===== src/rtl/connect_four_pkg.sv =====
// Shared types for the connect-four core: piece codes, scan axes with their
// step deltas, and the win-scanner state encoding.
package connect_four_pkg;

    localparam int unsigned PIECE_EMPTY = 0;
    localparam int unsigned PIECE_P1    = 1;
    localparam int unsigned PIECE_P2    = 2;

    typedef enum logic [1:0] {
        AXIS_HORIZ = 2'd0,
        AXIS_VERT  = 2'd1,
        AXIS_DIAG  = 2'd2,
        AXIS_ANTI  = 2'd3
    } axis_t;

    typedef struct packed {
        logic signed [1:0] dr;
        logic signed [1:0] dc;
    } delta_t;

    typedef enum logic [2:0] {
        ST_IDLE      = 3'd0,
        ST_ORIGIN    = 3'd1,
        ST_SCAN_POS  = 3'd2,
        ST_SCAN_NEG  = 3'd3,
        ST_AXIS_EVAL = 3'd4,
        ST_MARK      = 3'd5,
        ST_DONE      = 3'd6
    } state_t;

    // Unit step along an axis; neg selects the opposite direction.
    function automatic delta_t axis_delta(input axis_t axis, input logic neg);
        delta_t d;
        case (axis)
            AXIS_HORIZ: d = '{dr: 2'sd0, dc: 2'sd1};
            AXIS_VERT:  d = '{dr: 2'sd1, dc: 2'sd0};
            AXIS_DIAG:  d = '{dr: 2'sd1, dc: 2'sd1};
            default:    d = '{dr: 2'sd1, dc: -2'sd1};
        endcase
        if (neg) begin
            d.dr = -d.dr;
            d.dc = -d.dc;
        end
        return d;
    endfunction

endpackage


===== src/rtl/line_win_scanner_cell_stepper.sv =====
// Combinational board-coordinate step: coord + signed unit delta, with an
// in-bounds flag computed on the widened signed value before truncation.
module cell_stepper #(
    parameter int unsigned ROWS  = 8,
    parameter int unsigned COLS  = 8,
    parameter int unsigned ROW_W = 3,
    parameter int unsigned COL_W = 3
) (
    input  logic [ROW_W-1:0]  i_row,
    input  logic [COL_W-1:0]  i_col,
    input  logic signed [1:0] i_dr,
    input  logic signed [1:0] i_dc,
    output logic [ROW_W-1:0]  o_row,
    output logic [COL_W-1:0]  o_col,
    output logic              o_in_bounds
);

    logic signed [ROW_W:0] w_row_s;
    logic signed [COL_W:0] w_col_s;

    assign w_row_s = $signed({1'b0, i_row}) + (ROW_W+1)'(i_dr);
    assign w_col_s = $signed({1'b0, i_col}) + (COL_W+1)'(i_dc);

    assign o_in_bounds = !w_row_s[ROW_W] && ($unsigned(w_row_s) < (ROW_W+1)'(ROWS))
                      && !w_col_s[COL_W] && ($unsigned(w_col_s) < (COL_W+1)'(COLS));
    assign o_row = w_row_s[ROW_W-1:0];
    assign o_col = w_col_s[COL_W-1:0];

endmodule


===== src/rtl/line_win_scanner.sv =====
// Connect-four win detector: measures the run through a newly dropped piece on
// four axes (one board read per cycle) and streams the winning run for marking.
module line_win_scanner
    import connect_four_pkg::*;
#(
    parameter int unsigned ROWS    = 8,
    parameter int unsigned COLS    = 8,
    parameter int unsigned WIN_LEN = 4,
    parameter int unsigned PIECE_W = 2,
    parameter int unsigned ROW_W   = (ROWS > 1) ? $clog2(ROWS) : 1,
    parameter int unsigned COL_W   = (COLS > 1) ? $clog2(COLS) : 1
) (
    input  logic               clk,
    input  logic               rst_n,
    input  logic               start,
    input  logic [ROW_W-1:0]   row,
    input  logic [COL_W-1:0]   col,
    output logic               busy,
    output logic [ROW_W-1:0]   read_row,
    output logic [COL_W-1:0]   read_col,
    input  logic [PIECE_W-1:0] data_in,
    output logic               finished_checking,
    output logic [PIECE_W-1:0] winner,
    output logic               w_winning_pieces,
    output logic [ROW_W-1:0]   winning_row,
    output logic [COL_W-1:0]   winning_col
);

    localparam int unsigned CNT_W = (WIN_LEN > 2) ? $clog2(WIN_LEN) : 1;
    localparam int unsigned TOT_W = $clog2(2 * WIN_LEN);
    localparam logic [CNT_W-1:0] CNT_MAX = CNT_W'(WIN_LEN - 1);

    state_t             r_state, w_state_nxt;
    logic               r_busy, w_busy_nxt;
    logic               r_fin, w_fin_nxt;
    logic [PIECE_W-1:0] r_winner, w_winner_nxt;
    logic [PIECE_W-1:0] r_piece, w_piece_nxt;
    axis_t              r_axis, w_axis_nxt;
    logic [CNT_W-1:0]   r_pos, w_pos_nxt, r_neg, w_neg_nxt;
    logic [ROW_W-1:0]   r_rd_row, w_rd_row_nxt, r_mk_row, w_mk_row_nxt;
    logic [COL_W-1:0]   r_rd_col, w_rd_col_nxt, r_mk_col, w_mk_col_nxt;
    logic               r_strb, w_strb_nxt;
    logic [TOT_W-1:0]   r_mk_left, w_mk_left_nxt;

    axis_t            w_axis_sel;
    delta_t           w_dlt_step, w_dlt_op, w_dlt_on, w_dlt_mk;
    logic [ROW_W-1:0] w_rd_nrow, w_op_row, w_on_row, w_mk_nrow, w_start_row, w_mk0_row;
    logic [COL_W-1:0] w_rd_ncol, w_op_col, w_on_col, w_mk_ncol, w_start_col, w_mk0_col;
    logic             w_rd_ok, w_op_ok, w_on_ok, w_mk_ok;
    logic             w_accept, w_coord_ok, w_org_empty, w_match, w_cont, w_win;
    logic [CNT_W-1:0] w_cnt_cur, w_cnt_inc;
    logic [TOT_W-1:0] w_total;

    // Axis whose direction starts are needed this cycle (next axis while evaluating).
    always_comb begin
        case (r_state)
            ST_ORIGIN:    w_axis_sel = AXIS_HORIZ;
            ST_AXIS_EVAL: w_axis_sel = axis_t'(r_axis + 2'd1);
            default:      w_axis_sel = r_axis;
        endcase
    end

    assign w_dlt_step = axis_delta(r_axis, r_state == ST_SCAN_NEG);
    assign w_dlt_op   = axis_delta(w_axis_sel, 1'b0);
    assign w_dlt_on   = axis_delta(w_axis_sel, 1'b1);
    assign w_dlt_mk   = axis_delta(r_axis, 1'b0);

    cell_stepper #(.ROWS(ROWS), .COLS(COLS), .ROW_W(ROW_W), .COL_W(COL_W)) u_step_rd (
        .i_row(r_rd_row), .i_col(r_rd_col), .i_dr(w_dlt_step.dr), .i_dc(w_dlt_step.dc),
        .o_row(w_rd_nrow), .o_col(w_rd_ncol), .o_in_bounds(w_rd_ok)
    );
    cell_stepper #(.ROWS(ROWS), .COLS(COLS), .ROW_W(ROW_W), .COL_W(COL_W)) u_step_op (
        .i_row(row), .i_col(col), .i_dr(w_dlt_op.dr), .i_dc(w_dlt_op.dc),
        .o_row(w_op_row), .o_col(w_op_col), .o_in_bounds(w_op_ok)
    );
    cell_stepper #(.ROWS(ROWS), .COLS(COLS), .ROW_W(ROW_W), .COL_W(COL_W)) u_step_on (
        .i_row(row), .i_col(col), .i_dr(w_dlt_on.dr), .i_dc(w_dlt_on.dc),
        .o_row(w_on_row), .o_col(w_on_col), .o_in_bounds(w_on_ok)
    );
    cell_stepper #(.ROWS(ROWS), .COLS(COLS), .ROW_W(ROW_W), .COL_W(COL_W)) u_step_mk (
        .i_row(r_mk_row), .i_col(r_mk_col), .i_dr(w_dlt_mk.dr), .i_dc(w_dlt_mk.dc),
        .o_row(w_mk_nrow), .o_col(w_mk_ncol), .o_in_bounds(w_mk_ok)
    );

    assign w_accept    = start && !r_fin;
    assign w_coord_ok  = ({1'b0, row} < (ROW_W+1)'(ROWS)) && ({1'b0, col} < (COL_W+1)'(COLS));
    assign w_org_empty = (data_in == PIECE_W'(PIECE_EMPTY));
    assign w_match     = (data_in == r_piece);
    assign w_cnt_cur   = (r_state == ST_SCAN_NEG) ? r_neg : r_pos;
    assign w_cnt_inc   = (w_cnt_cur == CNT_MAX) ? CNT_MAX : w_cnt_cur + CNT_W'(1);
    assign w_cont      = w_match && (w_cnt_inc < CNT_MAX) && w_rd_ok;
    assign w_total     = TOT_W'(r_pos) + TOT_W'(r_neg) + TOT_W'(1);
    assign w_win       = (w_total >= TOT_W'(WIN_LEN));

    // First read of a direction: + start if in bounds, else - start, else hold.
    assign w_start_row = w_op_ok ? w_op_row : (w_on_ok ? w_on_row : r_rd_row);
    assign w_start_col = w_op_ok ? w_op_col : (w_on_ok ? w_on_col : r_rd_col);

    // The - end of the run; positive axis deltas always have dr in {0,+1}.
    assign w_mk0_row = (w_dlt_mk.dr == 2'sd1) ? row - ROW_W'(r_neg) : row;
    assign w_mk0_col = (w_dlt_mk.dc == 2'sd1)  ? col - COL_W'(r_neg) :
                       (w_dlt_mk.dc == -2'sd1) ? col + COL_W'(r_neg) : col;

    always_ff @(posedge clk or negedge rst_n) begin
        if (!rst_n) r_state <= ST_IDLE;
        else        r_state <= w_state_nxt;
    end

    always_comb begin
        w_state_nxt = r_state;
        case (r_state)
            ST_IDLE:      if (w_accept) w_state_nxt = w_coord_ok ? ST_ORIGIN : ST_DONE;
            ST_ORIGIN: begin
                if (w_org_empty) w_state_nxt = ST_DONE;
                else if (w_op_ok) w_state_nxt = ST_SCAN_POS;
                else if (w_on_ok) w_state_nxt = ST_SCAN_NEG;
                else              w_state_nxt = ST_AXIS_EVAL;
            end
            ST_SCAN_POS:  if (!w_cont) w_state_nxt = w_on_ok ? ST_SCAN_NEG : ST_AXIS_EVAL;
            ST_SCAN_NEG:  if (!w_cont) w_state_nxt = ST_AXIS_EVAL;
            ST_AXIS_EVAL: begin
                if (w_win)                    w_state_nxt = ST_MARK;
                else if (r_axis == AXIS_ANTI) w_state_nxt = ST_DONE;
                else if (w_op_ok)             w_state_nxt = ST_SCAN_POS;
                else if (w_on_ok)             w_state_nxt = ST_SCAN_NEG;
                else                          w_state_nxt = ST_AXIS_EVAL;
            end
            ST_MARK:      if (r_mk_left == '0) w_state_nxt = ST_DONE;
            ST_DONE:      w_state_nxt = ST_IDLE;
            default:      w_state_nxt = ST_IDLE;
        endcase
    end

    always_comb begin
        w_busy_nxt    = r_busy;
        w_fin_nxt     = 1'b0;
        w_winner_nxt  = r_winner;
        w_piece_nxt   = r_piece;
        w_axis_nxt    = r_axis;
        w_pos_nxt     = r_pos;
        w_neg_nxt     = r_neg;
        w_rd_row_nxt  = r_rd_row;
        w_rd_col_nxt  = r_rd_col;
        w_strb_nxt    = 1'b0;
        w_mk_row_nxt  = r_mk_row;
        w_mk_col_nxt  = r_mk_col;
        w_mk_left_nxt = r_mk_left;
        case (r_state)
            ST_IDLE: if (w_accept) begin
                w_rd_row_nxt = row;
                w_rd_col_nxt = col;
                w_busy_nxt   = 1'b1;
                w_winner_nxt = '0;
            end
            ST_ORIGIN: begin
                w_piece_nxt = data_in;
                w_axis_nxt  = AXIS_HORIZ;
                w_pos_nxt   = '0;
                w_neg_nxt   = '0;
                if (!w_org_empty) begin
                    w_rd_row_nxt = w_start_row;
                    w_rd_col_nxt = w_start_col;
                end
            end
            ST_SCAN_POS: begin
                if (w_match) w_pos_nxt = w_cnt_inc;
                if (w_cont) begin
                    w_rd_row_nxt = w_rd_nrow;
                    w_rd_col_nxt = w_rd_ncol;
                end else if (w_on_ok) begin
                    w_rd_row_nxt = w_on_row;
                    w_rd_col_nxt = w_on_col;
                end
            end
            ST_SCAN_NEG: begin
                if (w_match) w_neg_nxt = w_cnt_inc;
                if (w_cont) begin
                    w_rd_row_nxt = w_rd_nrow;
                    w_rd_col_nxt = w_rd_ncol;
                end
            end
            ST_AXIS_EVAL: begin
                if (w_win) begin
                    w_winner_nxt  = r_piece;
                    w_strb_nxt    = 1'b1;
                    w_mk_row_nxt  = w_mk0_row;
                    w_mk_col_nxt  = w_mk0_col;
                    w_mk_left_nxt = w_total - TOT_W'(1);
                end else if (r_axis != AXIS_ANTI) begin
                    w_axis_nxt   = w_axis_sel;
                    w_pos_nxt    = '0;
                    w_neg_nxt    = '0;
                    w_rd_row_nxt = w_start_row;
                    w_rd_col_nxt = w_start_col;
                end
            end
            ST_MARK: if (r_mk_left != '0) begin
                w_strb_nxt    = 1'b1;
                w_mk_left_nxt = r_mk_left - TOT_W'(1);
                if (w_mk_ok) begin
                    w_mk_row_nxt = w_mk_nrow;
                    w_mk_col_nxt = w_mk_ncol;
                end
            end
            ST_DONE: begin
                w_fin_nxt  = 1'b1;
                w_busy_nxt = 1'b0;
            end
            default: ;
        endcase
    end

    always_ff @(posedge clk or negedge rst_n) begin
        if (!rst_n) begin
            r_busy    <= 1'b0;
            r_fin     <= 1'b0;
            r_winner  <= '0;
            r_piece   <= '0;
            r_axis    <= AXIS_HORIZ;
            r_pos     <= '0;
            r_neg     <= '0;
            r_rd_row  <= '0;
            r_rd_col  <= '0;
            r_strb    <= 1'b0;
            r_mk_row  <= '0;
            r_mk_col  <= '0;
            r_mk_left <= '0;
        end else begin
            r_busy    <= w_busy_nxt;
            r_fin     <= w_fin_nxt;
            r_winner  <= w_winner_nxt;
            r_piece   <= w_piece_nxt;
            r_axis    <= w_axis_nxt;
            r_pos     <= w_pos_nxt;
            r_neg     <= w_neg_nxt;
            r_rd_row  <= w_rd_row_nxt;
            r_rd_col  <= w_rd_col_nxt;
            r_strb    <= w_strb_nxt;
            r_mk_row  <= w_mk_row_nxt;
            r_mk_col  <= w_mk_col_nxt;
            r_mk_left <= w_mk_left_nxt;
        end
    end

    assign busy              = r_busy;
    assign read_row          = r_rd_row;
    assign read_col          = r_rd_col;
    assign finished_checking = r_fin;
    assign winner            = r_winner;
    assign w_winning_pieces  = r_strb;
    assign winning_row       = r_mk_row;
    assign winning_col       = r_mk_col;

endmodule

===== config.mk =====
export PLATFORM = sky130hd
export DESIGN_NAME = line_win_scanner
export DESIGN_NICKNAME = d
export VERILOG_FILES = /design/src/rtl/connect_four_pkg.sv /design/src/rtl/line_win_scanner_cell_stepper.sv /design/src/rtl/line_win_scanner.sv
export SDC_FILE = /design/constraint.sdc
export NUM_CORES = 1
export LEC_CHECK = 0
export CAP_MARGIN = 20
export CORE_MARGIN = 8
export CORE_UTILIZATION = 55
export CTS_CLUSTER_SIZE = 14
export DETAILED_ROUTE_END_ITERATION = 8
export PLACE_DENSITY = 0.77
export RECOVER_POWER = 50
export SKIP_CTS_REPAIR_TIMING = 1
export SYNTH_ARGS = -nofsm -noshare
export SYNTH_HDL_FRONTEND = slang
export SYNTH_SLANG_ARGS = --single-unit

===== constraint.sdc =====
create_clock -name clk -period 7.1 [get_ports clk]
set_input_delay 1.42 -clock clk [delete_from_list [all_inputs] [get_ports clk]]
set_output_delay 1.42 -clock clk [all_outputs]
set_load 0.01 [all_outputs]

# ---- Yosys cells after proc, flatten, opt, wreduce, memory -nomap -nowiden
# Index checks and enable logic that the tools add are counted.
dict set report word_totals {
  regBits 31
  mem_bits_rw 0
  mem_count 0
  latchBits 0
  elab_cells 186
  romBits 0
  input_bits 11
  out_inout_bits 17
}
dict set report op_classes {
  add_sub_neg 21
  n_bitwise 0
  shift 0
  n_div 0
  magnitude_cmp 10
  n_reduce_logical 46
  mux 65
  eq_ne 30
  n_mul 0
}
# cell n
set op_table {}
lappend op_table {{$mux 3} 36}
lappend op_table {{$lt 4x4->1 const B} 8}
lappend op_table {{$pmux 3 s5} 2}
lappend op_table {{$ne 2x2->1 const B} 13}
lappend op_table {{$add 4x2->4} 6}
lappend op_table {{$mux 2} 9}
lappend op_table {{$pmux 3 s2} 3}
lappend op_table {{$pmux 3 s3} 2}
lappend op_table {{$pmux 3 s6} 1}
lappend op_table {{$reduce_and 4->1} 4}
lappend op_table {{$logic_and 1x1->1} 15}
lappend op_table {{$eq 2x2->1 const B} 6}
lappend op_table {{$pmux 2 s2} 3}
lappend op_table {{$pmux 2 s3} 2}
lappend op_table {{$eq 3x3->1 const B} 3}
lappend op_table {{$logic_not 1->1} 9}
lappend op_table {{$reduce_and 3->1} 3}
lappend op_table {{$reduce_bool 3->1} 3}
lappend op_table {{$add 3x1->4} 2}
lappend op_table {{$reduce_bool 2->1} 4}
lappend op_table {{$eq 2x1->1 const B} 3}
lappend op_table {{$eq 3x2->1 const B} 2}
lappend op_table {{$logic_not 2->1} 3}
lappend op_table {{$logic_not 3->1} 2}
lappend op_table {{19 further kinds} 28}

# ---- Logic depth before layout (Yosys ltp)
# Gate-level depths: netlist (run 1).
dict set report depth {
  depth_word 15
  ltp_mapped 16
}

# ---- Hierarchy
# Synthesis (run 1) repeated with hierarchy kept, for this count alone.
dict set report unflattened {
  cells_unflattened 406
  hier_area_um2 3404.5
}
# module area_each_um2 cells_each instances
set modules_own_cells {}
lappend modules_own_cells {line_win_scanner 2533.7 298 1}
lappend modules_own_cells {cell_stepper 217.7 27 4}

# ---- Worst setup path after synthesis (run 1)
# Ideal clock, no wire load.
dict set report synth_timing {
  kind {flip-flop to flip-flop}
  startpoint {register r_axis[0]}
  endpoint {register r_rd_row[2] (netlist: read_row[2])}
  required_ns 6.979
  setup_slack_ns 3.841
  synth_period_minus_slack_ns 3.259
  path_stages_with_launch 16
  arrival_ns 3.138
  path_cell_list {dfrtp_1 -> buf_2 -> inv_1 -> ha_1 -> nand4bb_1 -> a21oi_1 -> nor2_1 -> ha_1 -> a21o_1 -> a21oi_1 -> or3_1 -> a21oi_2 -> mux2_2 -> o21ai_0 -> o21ai_0 -> a22o_1}
}
dict set report synth_between {
  elab_chain_cells 15
  elab_cells_between_ends 55
  classes_between {11 x add/sub; 6 x order compare; 7 x eq/ne; 12 x mux; 19 x reduce/logical}
}
# element line_no
set synth_lines {}
lappend synth_lines {{from (decl)} line_win_scanner.sv:38} ;# axis_t r_axis, w_axis_nxt;
lappend synth_lines {{from (signal assigned)} line_win_scanner.sv:233} ;# r_axis <= w_axis_nxt;
lappend synth_lines {{$add 2x1->2} line_win_scanner.sv:58} ;# ST_AXIS_EVAL: w_axis_sel = axis_t'(r_axis + 2'd1);
lappend synth_lines {{$pmux 2 s2} line_win_scanner.sv:56} ;# case (r_state)
lappend synth_lines {{$eq 2x2->1 (tied with other cells)} connect_four_pkg.sv:34} ;# case (axis)
lappend synth_lines {{$pmux 3 s3} connect_four_pkg.sv:34}
lappend synth_lines {{$neg 1->2} connect_four_pkg.sv:41} ;# d.dr = -d.dr;
lappend synth_lines {{$add 4x2->4} line_win_scanner_cell_stepper.sv:21} ;# assign w_row_s = $signed({1'b0, i_row}) + (ROW_W+1)'(i_dr);
lappend synth_lines {{$lt 4x4->1 / $logic_not 1->1 (equally long branches)} line_win_scanner_cell_stepper.sv:24} ;# assign o_in_bounds = !w_row_s[ROW_W] && ($unsigned(w_row_s) < (ROW_W+1)'(ROWS))
lappend synth_lines {{$logic_and 1x1->1} line_win_scanner_cell_stepper.sv:24}
lappend synth_lines {{$logic_and 1x1->1 (2 in a row)} line_win_scanner_cell_stepper.sv:25} ;# && !w_col_s[COL_W] && ($unsigned(w_col_s) < (COL_W+1)'(COLS));
lappend synth_lines {{$mux 3} line_win_scanner.sv:170} ;# end else if (w_on_ok) begin
lappend synth_lines {{$mux 3} line_win_scanner.sv:96} ;# assign w_start_row = w_op_ok ? w_op_row : (w_on_ok ? w_on_row : r_rd_row);
lappend synth_lines {{$mux 3} line_win_scanner.sv:189} ;# end else if (r_axis != AXIS_ANTI) begin
lappend synth_lines {{$mux 3} line_win_scanner.sv:183} ;# if (w_win) begin
lappend synth_lines {{$pmux 3 s5} line_win_scanner.sv:148} ;# case (r_state)
lappend synth_lines {{to (signal assigned)} line_win_scanner.sv:236} ;# r_rd_row <= w_rd_row_nxt;
lappend synth_lines {{to (decl)} line_win_scanner.sv:40} ;# logic [ROW_W-1:0] r_rd_row, w_rd_row_nxt, r_mk_row, w_mk_row_nxt;
# Several ways; a longest one is shown, not always the timed one. The select of a mux whose other input is x is not followed.
# A chain may end at the register's enable or synchronous reset.

# ---- Worst setup path in the final report (run 1)
dict set report layout_timing {
  startpoint {register r_axis[0]}
  endpoint {register r_rd_col[2] (netlist: read_col[2])}
}
dict set report layout_between {
  elab_chain_cells 15
  elab_cells_between_ends 55
  classes_between {11 x add/sub; 6 x order compare; 7 x eq/ne; 12 x mux; 19 x reduce/logical}
}
# element line_no
set layout_lines {}
lappend layout_lines {{$add 2x1->2} line_win_scanner.sv:58}
lappend layout_lines {{$pmux 2 s2} line_win_scanner.sv:56}
lappend layout_lines {{$eq 2x2->1 (tied with other cells)} connect_four_pkg.sv:34}
lappend layout_lines {{$pmux 3 s3} connect_four_pkg.sv:34}
lappend layout_lines {{$neg 1->2} connect_four_pkg.sv:41}
lappend layout_lines {{$add 4x2->4} line_win_scanner_cell_stepper.sv:21}
lappend layout_lines {{$lt 4x4->1 / $logic_not 1->1 (equally long branches)} line_win_scanner_cell_stepper.sv:24}
lappend layout_lines {{$logic_and 1x1->1} line_win_scanner_cell_stepper.sv:24}
lappend layout_lines {{$logic_and 1x1->1 (2 in a row)} line_win_scanner_cell_stepper.sv:25}
lappend layout_lines {{$mux 3} line_win_scanner.sv:170}
lappend layout_lines {{$mux 3} line_win_scanner.sv:97} ;# assign w_start_col = w_op_ok ? w_op_col : (w_on_ok ? w_on_col : r_rd_col);
lappend layout_lines {{$mux 3} line_win_scanner.sv:189}
lappend layout_lines {{$mux 3} line_win_scanner.sv:183}
lappend layout_lines {{$pmux 3 s5} line_win_scanner.sv:148}
lappend layout_lines {{to (signal assigned)} line_win_scanner.sv:237} ;# r_rd_col <= w_rd_col_nxt;
lappend layout_lines {{to (decl)} line_win_scanner.sv:41} ;# logic [COL_W-1:0] r_rd_col, w_rd_col_nxt, r_mk_col, w_mk_col_nxt;
# Several ways; a longest one is shown, not always the timed one. The select of a mux whose other input is x is not followed.

==> metrics.txt, run 1 <==
RSZ-0062 raised after global routing=no; most common library cells after synthesis=nor2_1, o21ai_0, nand2_1; register bit total from synthesis=31; slowest CP cell=dfrtp_1; post-synthesis cell area=0.00313 mm²; largest cells by area after synthesis=dfrtp_1, ha_1, fa_1; DIE AREA=0.00836 mm²; Ports=28; antenna violations before repair=0; Most common cell on crit path=ha_1; critical path capture point type=flip-flop; WL met3=623 µm; Filler cells=461; Util after Layout=63.7%; CP startpoint kind=flip-flop; top-count cell post-synth=nor2_1; ANT cells=0; Final #Nets=442; hold path depth=2; DIE HEIGHT=91.5 µm; leak pwr=1.58 nW; VDD IR-drop max=0.216 mV; Clock Skew=0.0131 ns; clock transition at the registers of the reported paths=0.07 ns; CTS sink cnt=31; GRT Total Usage=20.0%; Post-synth EDFFs=0; Syn-to-layout area delta=12.1%; total negative slack=0 ns; Overflow after GRT=0; Reg-to-Reg End=read_col[2]$_DFFE_PN0P_; endpoints failing setup=0; R2R Setup Slk=2.98 ns; Worst slew margin=-14.9%; worst r2r path cells=13; H-tree depth=2; Top Layer Used=met4; Die X-Extent=91.5 µm; largest net degree at the start of global routing=32; violated checks=capacitance limit, slew limit; slew at the pin with the worst max-slew slack=1.72 ns; remaining antenna violation count=0; DR WL/cell=17.3 µm; synth unique cells=55; worst hold start=busy$_DFFE_PN0P_; Non-Filler Instances=466; Final HPWL DP=6.08 mm; drt total wl=8.08 mm; hold crit path type=reg2reg; Power Dens Cells=487 mW/mm²; Achievable Freq=243 MHz; status=finished with violations; first-pass GRT wire length=13.6 mm; initial drt markers=169; Hold Vio Cnt, Final=0; Core Box Area=0.00551 mm²; Initial Util=56.9%; Final Cycle Share=58.1%; MaxCap Viol Count=1; CP Data Arrival Time=4.27 ns; Mapped Cells=373; Placed Area=0.00339 mm²; Metal-1 WL=3.51 mm; critical path class=reg2reg; vias per std cell=6.14; share of cells above drive strength 1=6.35%; Primary FF master, synth=dfrtp_1; clock buffer depth=2; Final Max Tran Viols=32; mean area per synthesized cell=8.40 µm²; drc violations=0; register area share after synthesis=24.8%; CTS tree=done; CP required=7.25 ns; wire length on met2=3.67 mm; design area=0.00351 mm²; Yosys top cell by area=dfrtp_1; hold path endpoint=busy$_DFFE_PN0P_; port bufs=27; Cell Chain, Critical Path=ha_1 > inv_1 > ha_1 > mux2i_2 > ha_1 > a21o_1 > a21oi_1 > xor2_1 > nand4_2 > nand3_1 > o21ai_1 > a311oi_1 > o22ai_1; number of global-route vias before repair=2866; Clk Latency, worst-skew pair=0.29 ns; syn_nets=422; Inserted Clock Buffers=5; CP peak stage delay=0.68 ns; row count=27; post-route minimum period=4.12 ns; Vias=2863; drt first pass iters=4; placed cell count=457; post-synth top area share=24.8%; final RePlAce weighted congestion=0.886; Power, Total=0.00171 W; CTS root buffer=clkbuf_8; Synthesis Warnings=0; share of async-settable or async-resettable flops after synthesis=100%; worst r2r src=r_axis[0]$_DFFE_PN0P_; Max FO, Critical Path=16
kinds of logic (layout without fill, tap and decap cells):
group                      Yosys count  in the layout  synth area share (%)
AOI/OAI and AO/OA                  115            115                  23.4
and+or+nand+nor                    111            111                  17.3
buffers and inverters               45             66                  6.95
adders and majority gates           38             38                  17.3
DFF                                 31             31                  24.8
muxes                               17             17                  5.75
xor gates and xnor gates            16             16                  4.47
power breakdown:
part	switching, W	internal (W)
sequential	0.000137	0.000252
combinational	0.000635	0.000501
clock	0.0000696	0.000114
layout make-up:
type                    instances  area [µm²]  area share [%]
well taps                      72        90.1            2.57
inverters                      29         109            3.10
clock buffers                   6        82.6            2.35
flip-flops and latches         31         776            22.1
repair buffers                 29         279            7.95
clock inverters                 2        35.0           0.998
multi-input cells             297        2140            60.9
cell usage in the layout, fill, tap and decap left out, types with 2 or more instances in the layout:
cell / instances
nor2_1: 41
o21ai_0: 36
nand2_1: 33
dfrtp_1: 31
inv_1: 29
ha_1: 29
a21oi_1: 27
clkdlybuf4s50_1: 25
mux2i_1: 11
xnor2_1: 10
nand3_1: 9
a31oi_1: 9
fa_1: 9
a21o_1: 7
o31ai_1: 6
xor2_1: 6
clkbuf_8: 6
nor2b_1: 5
mux2_2: 5
a22oi_1: 5
nor3_1: 4
o22ai_1: 4
nand2b_1: 3
a22o_1: 3
nor3b_1: 2
nand4bb_1: 2
o21ai_1: 2
nand3b_1: 2
a221oi_1: 2
o221a_1: 2
dlygate4sd3_1: 2
layer usage:
layer / GRT usage, % / vias up
li1: - / 1363
met1: 25.3 / 1350
met2: 31.7 / 125
met3: 4.20 / 25
met4: 9.69 / 0
met5: 0 / -
per-stage QoR:
stage          setup WS, ns  hold slack [ns]
3_3_place_gp           3.02            0.506
5_1_grt                2.65            0.571
4_1_cts                3.03            0.531
3_5_place_dp           2.93            0.506
2_1_floorplan          3.84            0.488
6_report               2.98            0.518
how the worst max path moves through the flow:
stage / endpoint / slack, ns / startpoint / cells after the start
after floorplan: read_row[2]$_DFFE_PN0P_ / 3.84 / r_axis[0]$_DFFE_PN0P_ / 15
after global placement: read_row[2]$_DFFE_PN0P_ / 3.02 / col[1] / 10
after detailed placement: read_row[2]$_DFFE_PN0P_ / 2.93 / row[2] / 9
after CTS: read_col[2]$_DFFE_PN0P_ / 3.03 / r_axis[0]$_DFFE_PN0P_ / 13
after global routing: read_col[2]$_DFFE_PN0P_ / 2.65 / r_axis[0]$_DFFE_PN0P_ / 13
final: read_col[2]$_DFFE_PN0P_ / 2.98 / r_axis[0]$_DFFE_PN0P_ / 13
state kept, by name, indices dropped and copies added (netlist names):
signal,count
read_col,3
winner,2
read_row,3
r_neg,2
busy,1
r_state,3
w_winning_pieces,1
r_pos,2
r_axis,2
r_mk_left,3
finished_checking,1
r_piece,2
winning_row,3
winning_col,3
critical path: cells and delay by family, from the launching register on:
kind | cells | cell delay, ns
buf+inv | 1 | 0.20
simple gates | 2 | 0.52
compound gates | 5 | 0.94
mux | 1 | 0.30
fa+ha+maj | 3 | 1.11
xor+xnor | 1 | 0.23
flops | 1 | 0.68
Note: power is estimated with default switching activity, not from simulation.
==> inputs of run 2 (changes only) <==
==> constraint.sdc (replaced) <==
create_clock -name clk -period 4.04 [get_ports clk]
set_input_delay 0.808 -clock clk [delete_from_list [all_inputs] [get_ports clk]]
set_output_delay 0.808 -clock clk [all_outputs]
set_load 0.01 [all_outputs]
==> metrics.txt, run 2 (same netlist as run 1, synthesis figures left out) <==
endpoints failing setup=0 (unchanged); row count=27 (unchanged); CP Data Arrival Time=3.79 ns (was 4.27 ns); RSZ-0062 raised after global routing=no (unchanged); Inserted Clock Buffers=5 (unchanged); VDD IR-drop max=0.338 mV (was 0.216 mV); worst hold slack=0.535 ns (was 0.518 ns); Syn-to-layout area delta=13.1% (was 12.1%); Final #Nets=449 (was 442); DIE AREA=0.00836 mm² (unchanged); DIE HEIGHT=91.5 µm (unchanged); DR WL/cell=17.4 µm (was 17.3 µm); worst hold start=winner[0]$_DFFE_PN0P_ (was busy$_DFFE_PN0P_); P_int=0.00151 W (was 0.000867 W); first-pass GRT wire length=13.9 mm (was 13.6 mm); Die X-Extent=91.5 µm (unchanged); status=finished with violations (unchanged); Crit. Startpoint=r_state[0]$_DFFE_PN0P_ (was r_axis[0]$_DFFE_PN0P_); Initial Util=56.9% (unchanged); CTS sink cnt=31 (unchanged); slowest CP cell=dfrtp_1 (unchanged); leak pwr=1.61 nW (was 1.58 nW); Clock Skew=0.00528 ns (was 0.0131 ns); slew at the pin with the worst max-slew slack=1.73 ns (was 1.72 ns); Clk Latency, worst-skew pair=0.29 ns (about the same); initial drt markers=212 (was 169); clock transition at the registers of the reported paths=0.07 ns (about the same); Setup WS post-layout=0.430 ns (was 2.98 ns); MaxCap Viol Count=1 (unchanged); Overflow after GRT=0 (unchanged); share of cells above drive strength 1=7.48% (was 6.35%); Max FO, Critical Path=17 (was 16); critical path capture point type=flip-flop (unchanged); Ports=28 (unchanged); post-route minimum period=3.61 ns (was 4.12 ns); worst slack, placed=0.467 ns (was 2.93 ns); total negative slack=0 ns (unchanged); Power Dens Cells=847 mW/mm² (was 487 mW/mm²); Core Box Area=0.00551 mm² (unchanged); drt total wl=8.23 mm (was 8.08 mm); final RePlAce weighted congestion=0.911 (was 0.886); CTS tree=done (unchanged); remaining antenna violation count=0 (unchanged); port bufs=27 (unchanged); H-tree depth=2 (unchanged); Filler cells=486 (was 461); number of global-route vias before repair=2807 (was 2866); CTS root buffer=clkbuf_8 (unchanged); Util after Layout=64.3% (was 63.7%); Final Cycle Share=89.3% (was 58.1%); violated checks=capacitance limit, slew limit (unchanged); largest net degree at the start of global routing=32 (unchanged); most common cell after layout, fill and taps aside=nor2_1 (unchanged); Hold Vio Cnt, Final=0 (unchanged); Vias=2878 (was 2863); vias per std cell=6.08 (was 6.14); Net Switching=0.00150 W (was 0.000842 W); worst r2r src=r_state[0]$_DFFE_PN0P_ (was r_axis[0]$_DFFE_PN0P_); delay-heaviest family, CP=compound AO/OA/AOI/OAI gates (was adder cells); Worst slew margin=-15.3% (was -14.9%); Final Max Tran Viols=32 (unchanged); GRT Total Usage=20.2% (was 20.0%); hold crit path type=reg2reg (unchanged); Final HPWL DP=6.44 mm (was 6.08 mm); Achievable Freq=277 MHz (was 243 MHz); CP peak stage delay=0.74 ns (was 0.68 ns); ANT cells=0 (unchanged); Sw Share=49.8% (was 49.3%); Most common cell on crit path=o21ai_0 (was ha_1); sequential cell fraction of total power=21.3% (was 22.8%); Clk pwr share=9.5% (was 10.7%); Cell Chain, Critical Path=clkbuf_1 > nor3b_1 > a221oi_4 > ha_1 > a21o_1 > a21oi_1 > xnor2_1 > a21oi_2 > mux2_2 > o21ai_0 > o21ai_0 > a22o_1 (was ha_1 > inv_1 > ha_1 > mux2i_2 > ha_1 > a21o_1 > a21oi_1 > xor2_1 > nand4_2 > nand3_1 > o21ai_1 > a311oi_1 > o22ai_1); Comb power frac=69.2% (was 66.5%); drt first pass iters=6 (was 4); CP required=4.22 ns (was 7.25 ns); CP startpoint kind=flip-flop (unchanged); clock buffer depth=2 (unchanged); most frequent cells in the layout=nor2_1, o21ai_0, nand2_1 (unchanged); antenna violations before repair=0 (unchanged); drc violations=0 (unchanged); Worst Path Buf+Inv=1 (unchanged); critical path class=reg2reg (unchanged)
## run 2: changes by cell type in the layout (fill, tap and decap cells not counted), sizes merged
| cell | change |
|---|---|
| dlygate4sd3 | +2 |
| bufinv | -1 |
| clkdlybuf4s50 | -2 |
| buf | +6 |
| clkinv | -1 |
| clkbuf | +2 |
| clkinvlp | +1 |
## run 2: final timing paths
check	end	slack, ns	cells after the start
worst max-delay path	read_row[2]$_DFFE_PN0P_	0.43	12
worst min-delay path	winner[0]$_DFFE_PN0P_	0.54	1
worst max register to register	read_row[2]$_DFFE_PN0P_	0.43	12
worst min register to register	winner[0]$_DFFE_PN0P_	0.54	1
max in group asynchronous	r_axis[1]$_DFFE_PN0P_	1.53	2
min in group asynchronous	winning_col[0]$_DFFE_PN0P_	1.50	2
## run 2: area by class of cell
type,instances,area (µm²),area share (%)
multi-input cells,297,2140,60.3
flip-flops and latches,31,776,21.9
repair buffers,36,327,9.22
inverters,29,109,3.07
clock buffers,7,96.3,2.72
well taps,72,90.1,2.54
clock inverters,1,7.51,0.212
## run 2: metrics by stage
step,total power (W),instance area (µm²),cells
3_3_place_gp,0.00265,3450,465
2_1_floorplan,0.00216,3130,373
3_5_place_dp,0.00270,3450,465
6_report,0.00300,3540,473
5_1_grt,0.00328,3540,473
4_1_cts,0.00300,3550,473
## run 2: power by group through the flow
stage	clock, W	combinational [W]	sequential [W]
floorplan	0	0.00157	0.000589
CTS	0.000292	0.00207	0.000635
global placement	0	0.00201	0.000639
finish	0.000284	0.00208	0.000640
detailed placement	0	0.00205	0.000642
global route	0.000302	0.00232	0.000659
## run 2: worst reg2reg max path, delay by kind of cell, from the launching register on
family                     cells  cell delay [ns]
DFF                            1             0.74
buffers and inverters          1             0.38
muxes                          1             0.39
and+or+nand+nor                1             0.14
AOI/OAI and AO/OA              7             1.45
xor gates and xnor gates       1             0.10
adders and majority gates      1             0.30
## run 2: layer usage
| metal | track usage (%) | vias to the layer above | part of all wire [%] |
|---|---|---|---|
| li1 | - | 1374 | - |
| met1 | 26.1 | 1359 | 44 |
| met2 | 31.5 | 118 | 45 |
| met3 | 4.28 | 27 | 7.3 |
| met4 | 9.41 | 0 | 3.7 |
| met5 | 0 | - | 0 |
==> inputs of run 3 (changes only) <==
--- a/config.mk
+++ b/config.mk
@@ -7,10 +7,10 @@
 export LEC_CHECK = 0
 export CAP_MARGIN = 20
 export CORE_MARGIN = 8
-export CORE_UTILIZATION = 55
+export CORE_UTILIZATION = 40
 export CTS_CLUSTER_SIZE = 14
 export DETAILED_ROUTE_END_ITERATION = 8
-export PLACE_DENSITY = 0.77
+export DONT_BUFFER_PORTS = 1
 export RECOVER_POWER = 50
 export SKIP_CTS_REPAIR_TIMING = 1
 export SYNTH_ARGS = -nofsm -noshare
==> metrics.txt, run 3 (same netlist as run 1, synthesis figures left out) <==
drt first pass iters=7 (was 6); first-pass GRT wire length=13.6 mm (was 13.9 mm); Ports=28 (unchanged); R2R Setup Slk=0.44 ns (was 0.43 ns); antenna violations before repair=0 (unchanged); Filler cells=775 (was 486); Clk Latency, worst-skew pair=0.29 ns (about the same); ANT cells=0 (unchanged); slew at the pin with the worst max-slew slack=0.749 ns (was 1.73 ns); Worst slew margin=49.9% (was -15.3%); Overflow after GRT=0 (unchanged); DR WL/cell=17.6 µm (was 17.4 µm); share of cells above drive strength 1=8.31% (was 7.48%); CP required=4.20 ns (was 4.22 ns); area of the multi-input gates=0.00214 mm² (unchanged); Vias=2736 (was 2878); Non-Filler Instances=475 (was 473); GRT Total Usage=15.4% (was 20.2%); Die X-Extent=104 µm (was 91.5 µm); DIE HEIGHT=104 µm (was 91.5 µm); CTS root buffer=clkbuf_8 (unchanged); DIE AREA=0.0109 mm² (was 0.00836 mm²); Achievable Freq=278 MHz (was 277 MHz); RSZ-0062 raised after global routing=no (unchanged); Final #Nets=421 (was 449); Comb power frac=67.1% (was 69.2%); CP Data Arrival Time=3.76 ns (was 3.79 ns); Final Cycle Share=89.2% (was 89.3%); Final HPWL DP=6.52 mm (was 6.44 mm); Clock Skew=0.00294 ns (was 0.00528 ns); status=complete, no violations (was finished with violations); sequential cell fraction of total power=24.1% (was 21.3%); critical path capture point type=flip-flop (unchanged); worst slack, placed=0.520 ns (was 0.467 ns); drc violations=0 (unchanged); placed cell count=467 (was 465); CTS sink cnt=31 (unchanged); worst r2r path cells=13 (was 12); critical path class=reg2reg (unchanged); Seq. cell area=776 µm² (unchanged); initial drt markers=144 (was 212); clock buffer depth=2 (unchanged); row count=32 (was 27); MaxCap Viol Count=0 (was 1); Initial Util=41.0% (was 56.9%); Power Dens Cells=865 mW/mm² (was 847 mW/mm²); Syn-to-layout area delta=5.23% (was 13.1%); CP startpoint kind=flip-flop (unchanged); most frequent cells in the layout=nor2_1, o21ai_0, nand2_1 (unchanged); port bufs=0 (was 27); remaining antenna violation count=0 (unchanged); vias per std cell=5.76 (was 6.08); Final Max Tran Viols=0 (was 32); Core Box Area=0.00765 mm² (was 0.00551 mm²); P_int=0.00137 W (was 0.00151 W); clock transition at the registers of the reported paths=0.07 ns (about the same); hold crit path type=in2async (was reg2reg); total negative slack=0 ns (unchanged); CTS tree=done (unchanged); Inserted Clock Buffers=5 (unchanged); Net Switching=0.00148 W (was 0.00150 W); Setup WS post-layout=0.438 ns (was 0.430 ns); number of global-route vias before repair=2537 (was 2807); Max FO, Critical Path=8 (was 17); Sw Share=51.9% (was 49.8%); endpoints failing setup=0 (unchanged); drt total wl=8.37 mm (was 8.23 mm); post-route minimum period=3.60 ns (was 3.61 ns); leak pwr=1.49 nW (was 1.61 nW); final RePlAce weighted congestion=0.879 (was 0.911); largest net degree at the start of global routing=32 (unchanged); most common cell after layout, fill and taps aside=nor2_1 (unchanged); Clk pwr share=8.8% (was 9.5%); Hold Vio Cnt, Final=0 (unchanged); VDD IR-drop max=0.298 mV (was 0.338 mV); H-tree depth=2 (unchanged)
## run 3: changes by cell type in the layout (fill, tap and decap cells not counted)
cell,previous run,this run
buf_4,6,8
clkbuf_8,7,5
dlygate4sd3_1,4,0
clkdlybuf4s50_1,23,0
clkbuf_1,3,1
clkinv_2,0,1
## run 3: worst paths after layout
| kind | end | startpoint |
|---|---|---|
| setup reg to reg | read_row[1]$_DFFE_PN0P_ | r_axis[1]$_DFFE_PN0P_ |
| hold reg to reg | r_pos[1]$_DFFE_PN0P_ | r_pos[1]$_DFFE_PN0P_ |
| min in group clk | r_pos[1]$_DFFE_PN0P_ | r_pos[1]$_DFFE_PN0P_ |
| hold / removal | r_state[0]$_DFFE_PN0P_ | rst_n |
| setup / recovery | read_row[1]$_DFFE_PN0P_ | r_axis[1]$_DFFE_PN0P_ |
| max in group asynchronous | read_col[1]$_DFFE_PN0P_ | rst_n |
## run 3: critical path, stage by stage, from the launching register on
cell,delay (ns)
dfrtp_1,0.45
ha_1,0.33
inv_1,0.16
ha_1,0.33
mux2i_2,0.30
ha_1,0.30
a21o_1,0.15
a21oi_1,0.16
xor2_1,0.21
nand4_2,0.26
nand3_1,0.25
o21ai_1,0.16
a221oi_1,0.30
o31ai_1,0.11
## run 3: area by class of cell
cell class	instances	area share [%]
repair buffers	8	1.82
well taps	102	3.87
clock buffers	6	2.20
inverters	29	3.30
flip-flops and latches	31	23.5
multi-input cells	297	64.9
clock inverters	2	0.380
## run 3: power groups by stage
stage                     clock network [W]  logic [W]  registers [W]
final                              0.000251    0.00191       0.000687
after CTS                          0.000256    0.00189       0.000692
after floorplan                           0    0.00157       0.000589
after global placement                    0    0.00186       0.000692
after global routing               0.000270    0.00216       0.000718
after detailed placement                  0    0.00188       0.000698
## run 3: per-stage QoR
step / power [W] / hold WS [ns] / cell area (µm²) / util, %
after floorplan: 0.00216 / 0.488 / 3130 / -
after global placement: 0.00256 / 0.513 / 3210 / 42.0
after detailed placement: 0.00258 / 0.513 / 3210 / 42.0
after CTS: 0.00284 / 0.201 / 3300 / 43.1
after global routing: 0.00314 / 0.190 / 3300 / 43.1
final: 0.00285 / 0.207 / 3300 / 43.1
## run 3: per-layer routing
layer  routed length (µm)  track usage, %  vias up
met5                    0               0        -
met4                  129            4.45        0
met3                  652            4.83       12
met2                 3730            23.2       88
met1                 3860            20.5     1313
li1                     -               -     1323
==> edit 1: new RTL, settings of run 3 <==
Re-encode `state_t` (7 states) as one-hot, 7 bits wide.
--- a/src/rtl/connect_four_pkg.sv
+++ b/src/rtl/connect_four_pkg.sv
@@ -18,14 +18,14 @@
         logic signed [1:0] dc;
     } delta_t;
 
-    typedef enum logic [2:0] {
-        ST_IDLE      = 3'd0,
-        ST_ORIGIN    = 3'd1,
-        ST_SCAN_POS  = 3'd2,
-        ST_SCAN_NEG  = 3'd3,
-        ST_AXIS_EVAL = 3'd4,
-        ST_MARK      = 3'd5,
-        ST_DONE      = 3'd6
+    typedef enum logic [6:0] {
+        ST_IDLE      = 7'b0000001,
+        ST_ORIGIN    = 7'b0000010,
+        ST_SCAN_POS  = 7'b0000100,
+        ST_SCAN_NEG  = 7'b0001000,
+        ST_AXIS_EVAL = 7'b0010000,
+        ST_MARK      = 7'b0100000,
+        ST_DONE      = 7'b1000000
     } state_t;
 
     // Unit step along an axis; neg selects the opposite direction.
Check against the original RTL: same outputs for any inputs over 10 cycles, from zero or initial values and one cycle with rst_n low; not proved beyond that.
==> edit 1 against run 3 <==
- sequential cell count is 4 higher
- utilization up 1.5 points
- design area up 9.0%
- highest routed layer unchanged
- worst setup slack worse by 0.24 ns
- area after synthesis grew 3.5%
- non-clock buffer count rose by 9
- wire length increased by 8.9%
Power is not compared: it rests on default switching activity, and its combinational part moved more than twofold at a synthesized area within 25%.
==> edit 1: results (changes against run 3) <==
{| class="wikitable"
! Metric !! Value
|-
| Routed length on met1 || 4090 um (was 3860 um)
|-
| Total of fill cells in the finished design || 792 (was 775)
|-
| Synthesized-area fraction occupied by adder cells || 16.8% (was 17.3%)
|-
| Placed insts || 489 (was 467)
|-
| Parity-gate share of the synthesized area counting xor and xnor cells || 4.32% (was 4.47%)
|-
| Clock slew at reported path FFs || 0.09 ns (was 0.07 ns)
|-
| Fraction of the mapped netlist area in compound gates || 22.9% (was 23.4%)
|-
| Sequential element share of the synthesized area || 27.1% (was 24.8%)
|-
| Result of the run || finished, final reports clean (unchanged)
|-
| Leading cell types by total area after synthesis || sky130_fd_sc_hd__dfrtp_1, sky130_fd_sc_hd__ha_1, sky130_fd_sc_hd__fa_1 (unchanged)
|-
| First-pass GRT wire length || 14,800 um (was 13,600 um)
|-
| Clock skew || 0.00866 ns (was 0.00294 ns)
|-
| GR Util met2 || 26.2% (was 23.2%)
|-
| Setup slack on the worst flop-to-flop path || 0.20 ns (was 0.44 ns)
|-
| Routability congestion estimate || 0.925 (was 0.879)
|-
| Worst hold-check slack || 0.189 ns (was 0.207 ns)
|-
| Count of vias placed by the detailed router || 2,935 (was 2,736)
|-
| Met3 Use GR || 3.09% (was 4.83%)
|-
| Arr. time, crit path || 4.03 ns (was 3.76 ns)
|-
| Ratio of cells with drive above 1 in the final layout || 10.2% (was 8.31%)
|-
| Top cell types by occurrence after synthesis || sky130_fd_sc_hd__dfrtp_1, sky130_fd_sc_hd__nor2_1, sky130_fd_sc_hd__inv_1, sky130_fd_sc_hd__ha_1, sky130_fd_sc_hd__a21oi_1 (was sky130_fd_sc_hd__nor2_1, sky130_fd_sc_hd__o21ai_0, sky130_fd_sc_hd__nand2_1, sky130_fd_sc_hd__dfrtp_1)
|-
| Post-synthesis net count || 429 (was 422)
|-
| Cell area after placement || 3450 um^2 (was 3210 um^2)
|-
| Pin count of the biggest net entering global routing || 36 (was 32)
|-
| Critical Path Fanout Max || 7 (was 8)
|-
| Worst-case setup margin in the final layout || 0.201 ns (was 0.438 ns)
|-
| Crit-path leading delay family || compound AO/OA/AOI/OAI gates (was adder cells)
|-
| Post-placement worst setup slack || 0.209 ns (was 0.520 ns)
|-
| Tightest slew margin relative to the limit || 33.6% (was 49.9%)
|-
| Average wire per cell in the routed design || 18.3 um (was 17.6 um)
|-
| GRT met1 Usage || 20.8% (was 20.5%)
|-
| Slowest cell on the critical path || sky130_fd_sc_hd__or3_1 (was sky130_fd_sc_hd__dfrtp_1)
|-
| Number of violations reported at the end of detailed-routing iteration 0 || 211 (was 144)
|-
| Launching point of the worst reg2reg path || r_state[5] (was r_axis[1])
|-
| Met2 Routed Length || 4180 um (was 3730 um)
|-
| Met3 routed WL || 557 um (was 652 um)
|-
| Portion of netlist area occupied by mux cells || 4.21% (was 5.75%)
|-
| Overall fraction of global-route tracks in use || 16.3% (was 15.4%)
|-
| Hpwl dp || 7000 um (was 6520 um)
|-
| Delay contributed by the slowest stage of the critical path || 0.47 ns (was 0.45 ns)
|-
| Length of the first detailed-routing pass in iterations || 5 (was 7)
|}
==> edit 1: worst paths after layout <==
| check | endpoint | depth (start not counted) |
|---|---|---|
| setup / recovery | read_row[0] | 13 |
| hold / removal | r_axis[1] | 0 |
| setup reg to reg | read_row[0] | 13 |
| hold reg to reg | r_pos[1] | 2 |
| max in group asynchronous | r_state[0] | 0 |
| min in group clk | r_pos[1] | 2 |
==> edit 1: cell families (layout without fill, tap and decap cells) <==
family | Yosys count | after routing
fa+ha+maj | 38 | 38
xor+xnor | 16 | 16
simple gates | 123 | 123
flops | 35 | 35
mux | 13 | 13
compound gates | 112 | 112
buf+inv | 43 | 56
==> edit 1: final cells by class <==
cell class / instances / area [um^2] / share of cell area, %
clock buffer: 6 / 72.6 / 2.02
timing repair buffer: 17 / 124 / 3.45
sequential: 35 / 880 / 24.5
multi-input combinational: 302 / 2210 / 61.5
tap: 105 / 131 / 3.66
clock inverter: 2 / 60.1 / 1.67
inverter: 31 / 116 / 3.24
==> edit 2: new RTL, flow settings as in run 3 <==
Without the edit above. Set the parameter `WIN_LEN` to 8 (it was 4).
--- a/src/rtl/line_win_scanner.sv
+++ b/src/rtl/line_win_scanner.sv
@@ -5,7 +5,7 @@
 #(
     parameter int unsigned ROWS    = 8,
     parameter int unsigned COLS    = 8,
-    parameter int unsigned WIN_LEN = 4,
+    parameter int unsigned WIN_LEN = 8,
     parameter int unsigned PIECE_W = 2,
     parameter int unsigned ROW_W   = (ROWS > 1) ? $clog2(ROWS) : 1,
     parameter int unsigned COL_W   = (COLS > 1) ? $clog2(COLS) : 1
Formal check against the unedited RTL: not equivalent (a bounded check fails within 10 cycles, from zero or initial values and one cycle with rst_n low).
==> edit 2 against run 3 <==
- area after synthesis increased by 13%
- highest routed layer unchanged
- worst setup slack got worse by 0.21 ns
- sequential cell count increased by 3
- sequential share of layout area decreased by 1.2 points
- power increased by 1.9%
- wire length increased by 19%
- largest cell class unchanged
- design area increased by 16%
- clock skew increased by 0.0035 ns
==> edit 2: results (changes against run 3) <==
{| class="wikitable"
! Metric !! Value
|-
| Via count of the first global-routing pass || 3,032 (was 2,537)
|-
| Leading cell types by total area after synthesis || sky130_fd_sc_hd__dfrtp_1, sky130_fd_sc_hd__ha_1, sky130_fd_sc_hd__fa_1 (unchanged)
|-
| Delay contributed by the slowest stage of the critical path || 0.55 ns (was 0.45 ns)
|-
| Result of the run || finished, final reports clean (unchanged)
|-
| Clock skew || 0.00642 ns (was 0.00294 ns)
|-
| Sequential element share of the synthesized area || 24.0% (was 24.8%)
|-
| Net switching power figure || 1.48 mW (about the same)
|-
| Crit-path leading delay family || compound AO/OA/AOI/OAI gates (was adder cells)
|-
| Total length of routed wires || 9980 um (was 8370 um)
|-
| Overall fraction of global-route tracks in use || 17.0% (was 15.4%)
|-
| Hpwl dp || 7760 um (was 6520 um)
|-
| Critical Path Fanout Max || 9 (was 8)
|-
| Routability congestion estimate || 0.883 (was 0.879)
|-
| Length of the first detailed-routing pass in iterations || 6 (was 7)
|-
| Number of standard cells after synthesis || 427 (was 373)
|-
| Final-stage net count || 484 (was 421)
|-
| Total of fill cells in the finished design || 869 (was 775)
|-
| Tightest slew margin relative to the limit || 47.1% (was 49.9%)
|-
| Detailed-route vias per instance || 5.91 (was 5.76)
|-
| Placed insts || 533 (was 467)
|-
| Average wire per cell in the routed design || 18.4 um (was 17.6 um)
|-
| Arr. time, crit path || 4.00 ns (was 3.76 ns)
|-
| Cell count of the worst reg-to-reg path || 14 (was 13)
|-
| Pin count of the biggest net entering global routing || 35 (was 32)
|-
| Last element of the critical path || read_row[2] (was read_row[1])
|}
[edit 2: changes by cell type after synthesis, sizes merged, moves of 6 or more]
cell | run 3 | this run
nand2 | 33 | 48
a31oi | 10 | 3
mux2i | 12 | 5
and3 | 1 | 7
nor2 | 42 | 36
[edit 2: worst min-delay path by stage]
stage / from / endpoint / cells past startpoint
floorplan: r_mk_left[3] / r_mk_left[3] / 2
global placement: rst_n / w_winning_pieces / 0
detailed placement: r_mk_left[3] / r_mk_left[3] / 2
CTS: rst_n / r_mk_left[2] / 0
global route: rst_n / r_mk_left[2] / 0
finish: rst_n / read_row[1] / 0
[edit 2: final cells by class]
type	instances	area, um^2	share of cell area [%]
sequential	34	853	22.3
multi-input combinational	347	2520	65.8
timing repair buffer	17	124	3.24
clock buffer	6	82.6	2.16
tap	108	135	3.53
clock inverter	2	12.5	0.327
inverter	27	101	2.65
[edit 2: logic make-up after synthesis]
family	Yosys count	share of synthesized area, %
and+or+nand+nor	142	19.5
AOI/OAI and AO/OA	134	26.7
buffers and inverters	46	5.37
adders and majority gates	41	16.4
DFF	34	24.0
xor gates and xnor gates	20	4.95
muxes	10	3.01
[edit 2: through the flow]
step	setup slack (ns)	power, mW	util [%]	hold WS (ns)
finish	0.231	2.91	44.3	0.202
global route	0.0447	3.17	44.3	0.186
CTS	0.0837	2.87	44.1	0.198
detailed placement	0.123	2.57	43.0	0.500
global placement	0.109	2.53	43.0	0.505
floorplan	0.499	2.05	-	0.467
[edit 2: power by group through the flow]
stage          registers [mW]  logic, mW  clock network [mW]
6_report                0.602       2.02               0.281
5_1_grt                 0.618       2.25               0.304
4_1_cts                 0.599       1.98               0.290
3_5_place_dp            0.607       1.97                   0
3_3_place_gp            0.603       1.93                   0
2_1_floorplan           0.531       1.52                   0
[edit 2: routing by layer]
metal  up-vias  track usage [%]  share of wire [%]
met3        15             3.72                6.7
met5         -                0                  0
met4         0             5.50                2.3
li1       1548                -                  -
met2        99             27.4                 46
met1      1536             22.2                 45
[edit 2: worst register-to-register path: cells and delay by family, from the launching register on]
kind                       cells  cell delay [ns]
AOI/OAI and AO/OA              7             1.56
and+or+nand+nor                4             0.79
DFF                            1             0.55
adders and majority gates      2             0.68
buffers and inverters          1             0.12
